## config.mk

```make
export PLATFORM = sky130hd
export DESIGN_NAME = microwave_ctrl_v2
export DESIGN_NICKNAME = d
export VERILOG_FILES = /design/src/rtl/microwave_ctrl_v2.sv
export SDC_FILE = /design/constraint.sdc
export NUM_CORES = 1
export LEC_CHECK = 0
export CAP_MARGIN = 20
export CORE_ASPECT_RATIO = 1.1
export CORE_MARGIN = 2
export CORE_UTILIZATION = 40
export CTS_CLUSTER_DIAMETER = 80
export DETAILED_ROUTE_END_ITERATION = 8
export PLACE_DENSITY_LB_ADDON = 0.2
export SETUP_SLACK_MARGIN = 0.1
export SLEW_MARGIN = 30
export SYNTH_ARGS = -nofsm -noshare
export SYNTH_HDL_FRONTEND = slang
export SYNTH_SLANG_ARGS = --single-unit
```

## constraint.sdc

```tcl
create_clock -name clock -period 2.8 [get_ports clock]
set_clock_uncertainty 0.15 [all_clocks]
set_input_delay 0.7 -clock clock [delete_from_list [all_inputs] [get_ports clock]]
set_output_delay 0.7 -clock clock [all_outputs]
set_load 0.05 [all_outputs]
```

## src/rtl/microwave_ctrl_v2.sv

```systemverilog
// microwave_ctrl_v2: microwave oven controller with BCD keypad entry, countdown timer and 7-segment display
// Ports: clock, resetn (async active-low); keypad[9:0] one-hot digit; startn/stopn/clearn active-low buttons;
//        door_closed; power_level[3:0] in tenths; sec_ones_segs/sec_tens_segs/mins_segs gfedcba segments;
//        mag_on magnetron enable; done one-cycle completion pulse; state_o (IDLE=0, COOK=1, PAUSE=2).
// Optional: define MICROWAVE_POWER_LEVEL_EN to duty-cycle mag_on by power_level within each second.
module microwave_ctrl_v2 #(
    parameter int TICKS_PER_SEC = 100,
    parameter int MIN_DIGITS    = 2
) (
    input  logic                    clock,
    input  logic                    resetn,
    input  logic [9:0]              keypad,
    input  logic                    startn,
    input  logic                    stopn,
    input  logic                    clearn,
    input  logic                    door_closed,
    input  logic [3:0]              power_level,
    output logic [6:0]              sec_ones_segs,
    output logic [6:0]              sec_tens_segs,
    output logic [7*MIN_DIGITS-1:0] mins_segs,
    output logic                    mag_on,
    output logic                    done,
    output logic [1:0]              state_o
);
    localparam int TW = $clog2(TICKS_PER_SEC);
    localparam logic [6:0] ZERO_SEG = 7'b0111111;
    typedef enum logic [1:0] {IDLE = 2'd0, COOK = 2'd1, PAUSE = 2'd2} state_t;
    state_t                       state;
    logic [3:0]                   s1, s10;
    logic [MIN_DIGITS-1:0][3:0]   mins;
    logic [TW-1:0]                tick;
    logic                         start_q, stop_q, clear_q;
    logic [9:0]                   key_q;
    logic                         start_ev, stop_ev, clear_ev, key_ev;
    logic [3:0]                   key_digit;
    logic [3:0]                   s1_dec, s10_dec;
    logic [MIN_DIGITS-1:0][3:0]   mins_dec;
    logic                         borrow, dec_zero, time_zero, on_win;

    function automatic logic [6:0] seg7(input logic [3:0] d);
        case (d)
            4'd0: return 7'b0111111;
            4'd1: return 7'b0000110;
            4'd2: return 7'b1011011;
            4'd3: return 7'b1001111;
            4'd4: return 7'b1100110;
            4'd5: return 7'b1101101;
            4'd6: return 7'b1111101;
            4'd7: return 7'b0000111;
            4'd8: return 7'b1111111;
            4'd9: return 7'b1101111;
            default: return 7'b0000000;
        endcase
    endfunction

    assign start_ev = start_q & ~startn;
    assign stop_ev  = stop_q & ~stopn;
    assign clear_ev = clear_q & ~clearn;
    // $onehot rejects both the all-zero and multi-key patterns
    assign key_ev   = (key_q == '0) && $onehot(keypad);

    always_comb begin
        key_digit = '0;
        for (int k = 0; k < 10; k++)
            if (keypad[k]) key_digit = 4'(k);
    end

    // One-second decrement with a borrow chain through the minute digits
    always_comb begin
        s1_dec  = (s1 == 4'd0) ? 4'd9 : s1 - 4'd1;
        s10_dec = (s1 != 4'd0) ? s10 : ((s10 == 4'd0) ? 4'd5 : s10 - 4'd1);
        borrow  = (s1 == 4'd0) && (s10 == 4'd0);
        for (int i = 0; i < MIN_DIGITS; i++) begin
            mins_dec[i] = !borrow ? mins[i] : ((mins[i] == 4'd0) ? 4'd9 : mins[i] - 4'd1);
            borrow      = borrow && (mins[i] == 4'd0);
        end
    end

    assign dec_zero  = (s1_dec == 4'd0) && (s10_dec == 4'd0) && (mins_dec == '0);
    assign time_zero = (s1 == 4'd0) && (s10 == 4'd0) && (mins == '0);

`ifdef MICROWAVE_POWER_LEVEL_EN
    logic [3:0] level;
    assign level  = (power_level == 4'd0 || power_level > 4'd10) ? 4'd10 : power_level;
    // tick counts down, so elapsed cycles in the current second are (TICKS_PER_SEC-1) - tick
    assign on_win = (TICKS_PER_SEC - 1 - int'(tick)) < int'(level) * (TICKS_PER_SEC / 10);
`else
    logic unused_power;
    assign unused_power = ^power_level;
    assign on_win       = 1'b1;
`endif

    assign mag_on  = (state == COOK) && door_closed && on_win;
    assign state_o = state;

    always_ff @(posedge clock or negedge resetn) begin
        if (!resetn) begin
            state         <= IDLE;
            s1            <= '0;
            s10           <= '0;
            mins          <= '0;
            tick          <= '0;
            start_q       <= 1'b1;
            stop_q        <= 1'b1;
            clear_q       <= 1'b1;
            key_q         <= '0;
            done          <= 1'b0;
            sec_ones_segs <= ZERO_SEG;
            sec_tens_segs <= ZERO_SEG;
            mins_segs     <= {MIN_DIGITS{ZERO_SEG}};
        end else begin
            start_q       <= startn;
            stop_q        <= stopn;
            clear_q       <= clearn;
            key_q         <= keypad;
            done          <= 1'b0;
            sec_ones_segs <= seg7(s1);
            sec_tens_segs <= seg7(s10);
            for (int i = 0; i < MIN_DIGITS; i++)
                mins_segs[7*i +: 7] <= seg7(mins[i]);
            if (clear_ev) begin
                state <= IDLE;
                s1    <= '0;
                s10   <= '0;
                mins  <= '0;
                tick  <= '0;
            end else if (state == COOK) begin
                if (stop_ev || !door_closed) begin
                    state <= PAUSE;
                end else if (tick == '0) begin
                    tick <= TW'(TICKS_PER_SEC - 1);
                    s1   <= s1_dec;
                    s10  <= s10_dec;
                    mins <= mins_dec;
                    if (dec_zero) begin
                        state <= IDLE;
                        done  <= 1'b1;
                    end
                end else begin
                    tick <= tick - 1'b1;
                end
            end else if (!stop_ev) begin
                if (start_ev) begin
                    if (door_closed && !time_zero) begin
                        state <= COOK;
                        // resuming from PAUSE keeps the partial second
                        if (state == IDLE) tick <= TW'(TICKS_PER_SEC - 1);
                    end
                end else if (key_ev) begin
                    s1      <= key_digit;
                    s10     <= (s1 > 4'd5) ? 4'd0 : s1;
                    mins[0] <= s10;
                    for (int i = 1; i < MIN_DIGITS; i++)
                        mins[i] <= mins[i-1];
                end
            end
        end
    end
endmodule
```

==> impl_metrics.toml, run 1 <==
[clocking]
clkTransAtPathRegs_ps = 80
cts_tree = "built"
cts_buffers = 9
clkLatencyLatePin_ps = 350
clock_path_buffers = 2
cts.sinks = 67
h-tree-depth = 3
cts_root_buffer = "clkbuf_8"

[synth]
yosys_warnings = 0
synth_area_per_cell_um2 = 9.63
ys_ff_latch = 67
synth_ff_type = "dfrtp_1"
synth_nets = 458
synth_area_mm2 = 0.00389
synth_edf_count = 0
synth_cell_type_count = 63
ys_async_sr_fraction = 1.00
syn_inst = 404
ys_seq_area_frac = 0.439

[detailed_routing]
detail_route.wl_per_cell_um = 15.0
drt_iter0_markers = 143
wirelength_um = 9240
drtPass1Iterations = 4
vias = 3302
avgViaCountPerCell = 5.37
ant_nets = 0
drc = 0

[power_and_ir_drop]
p_leak_nw = 2.24
p_total_mw = 4.35
ir_drop_v = 0.000339
power.density_mw_per_mm2 = 840

[setup_path]
cp.arrival_ps = 4260
r2r-start = "tick[0]"
reg2reg_depth = 8
cp_max_fo = 7
cp-start-kind = "input port"
r2r_slack_ps = 260
rr_endpoint = "state_o[0]"
cp-end-kind = "flip-flop"
critical_path.endpoint = "s1[1]"
crit_required_ps = 2890
crit_type = "input port to flip-flop"
startpoint = "keypad[3]"

[placed_design]
dpl_cell_area_mm2 = 0.00479
io_buffer_count = 47
globalplace.congestion = 0.870
dp_hpwl_um = 6770
dp_slack_ps = -2180

[final_layout]
final_cell_mix = "buf_4 (47), nand2_1 (40), dfrtp_1 (40)"
drive_gt1_frac = 0.271
mostFrequentLayoutCell = "buf_4"
synthToLayoutAreaGrowth_pct = 33.0
design_area_mm2 = 0.00518
num_antenna_cells = 0
nets = 547

[global_routing]
grt_first_pass_wirelength_um = 15600
track_usage = 0.184
grt_pass1_vias = 3229
grt_max_degree = 26
antenna_found_initial = 0
overflow = 0

[sta]
slew_violations = 0
fin_setup_tns_ps = -21300
rsz0062_at_grt = "yes"
setup_ws_ps = -1370
fin_crit_sh = 1.49
finalHoldViolCount = 0
setup_violations = 16
worst_pin_slew_ps = 569
slew_headroom = 0.620
fmax_mhz = 240
fin_crit_ps = 4170

[floorplan]
core_mm2 = 0.00940
ios = 52
fp.dieArea_mm2 = 0.0105
die_h_um = 107
start_util = 0.414
chipWidth_um = 98.1
num_rows = 37

[run_status]
violations = "setup timing"
status = "complete, but fails checks"

[flow_run]
maxCapViolCount = 0

[min_path]
hold_class = "input port to async pin"
## power by group
part | total [mW] | switching (mW) | internal [mW] | leakage [nW]
clock network | 0.916 | 0.409 | 0.507 | 0.106
logic | 2.06 | 1.27 | 0.785 | 1.36
registers | 1.37 | 0.110 | 1.26 | 0.781
## metrics by stage
stage	hold slack, ps	util	cells
after floorplan	254	-	404
after global placement	342	0.509	593
after detailed placement	362	0.509	593
after CTS	148	0.544	614
after global routing	161	0.551	615
final	145	0.551	615
## flip-flops by register name, summed over array words and instances, names as in the netlist
register       cells
done               1
stop_q             1
sec_tens_segs      7
state_o            2
s10                4
sec_ones_segs      7
tick               7
clear_q            1
start_q            1
key_q             10
s1                 4
mins               8
mins_segs         14
## synth_stat cells, types with 7 or more instances
| cell type | n | share of area |
|---|---|---|
| nand2b_1 | 7 | 0.011 |
| dfrtp_1 | 40 | 0.26 |
| dfstp_2 | 27 | 0.18 |
| clkbuf_1 | 15 | 0.014 |
| nor2_1 | 29 | 0.028 |
| nand2_1 | 43 | 0.041 |
| inv_1 | 31 | 0.030 |
| nor3_1 | 12 | 0.015 |
| o21ai_0 | 31 | 0.040 |
| ha_1 | 28 | 0.090 |
| a21oi_1 | 29 | 0.037 |
## cell type report
cell class	count	area, µm²
fill	872	4220
multi-input combinational	285	2090
sequential	67	1710
timing repair buffer	98	891
tap	117	146
clock buffer	9	124
inverter	32	120
clock inverter	7	101
## worst min-delay path by stage
stage                             endpoint    start  slack [ps]  cells past startpoint
after floorplan                       done   resetn         250                      0
after global placement             tick[3]  tick[3]         340                      1
after detailed placement           tick[3]  tick[3]         360                      1
after CTS                 sec_ones_segs[6]   resetn         150                      1
after global routing      sec_ones_segs[6]   resetn         160                      1
final                     sec_ones_segs[6]   resetn         150                      1
## per-layer routing
metal	GRT usage	vias up	wire length (µm)
li1	-	1602	-
met1	0.225	1577	3970
met2	0.317	100	4620
met3	0.0364	23	406
met4	0.0764	0	245
met5	0	-	0
## cell families after synthesis
| group | Yosys count | synth area share |
|---|---|---|
| muxes | 5 | 0.0135 |
| buffers and inverters | 52 | 0.0546 |
| AOI/OAI and AO/OA | 118 | 0.200 |
| xor gates and xnor gates | 2 | 0.00450 |
| and+or+nand+nor | 126 | 0.167 |
| adders and majority gates | 34 | 0.121 |
| DFF | 67 | 0.439 |
## worst max-delay path, cell delays in order
cell and delay, ps:
buf_8 100, fa_1 500, fa_1 520, inv_1 50
fa_1 420, inv_1 70, ha_2 180, inv_2 40
fa_1 390, a2111oi_2 280, o2111ai_2 190, o21bai_2 240
a21oi_4 110, buf_4 190, buf_16 130, nand2_1 80
o31ai_2 80
## repair_timing
action                                  4_1_cts  5_1_grt
gates cloned                                  2        0
gates resized for setup                      41       13
buffers inserted                              4        1
pin swaps                                    16        8
endpoints found under the setup margin       16       19
hold buffers                                  0        0
(Power assumes the default switching activity.)
==> run 2: changes to the inputs <==
Settings changed: CTS_CLUSTER_SIZE from default to 40.
==> results of run 2 <==
The final DEF is identical to that of run 1; final timing and power are the same.
==> run 3: changes to the inputs <==
Settings changed: GPL_TIMING_DRIVEN from default to 1.
==> results of run 3 <==
The final DEF is identical to that of run 1; final timing and power are the same.
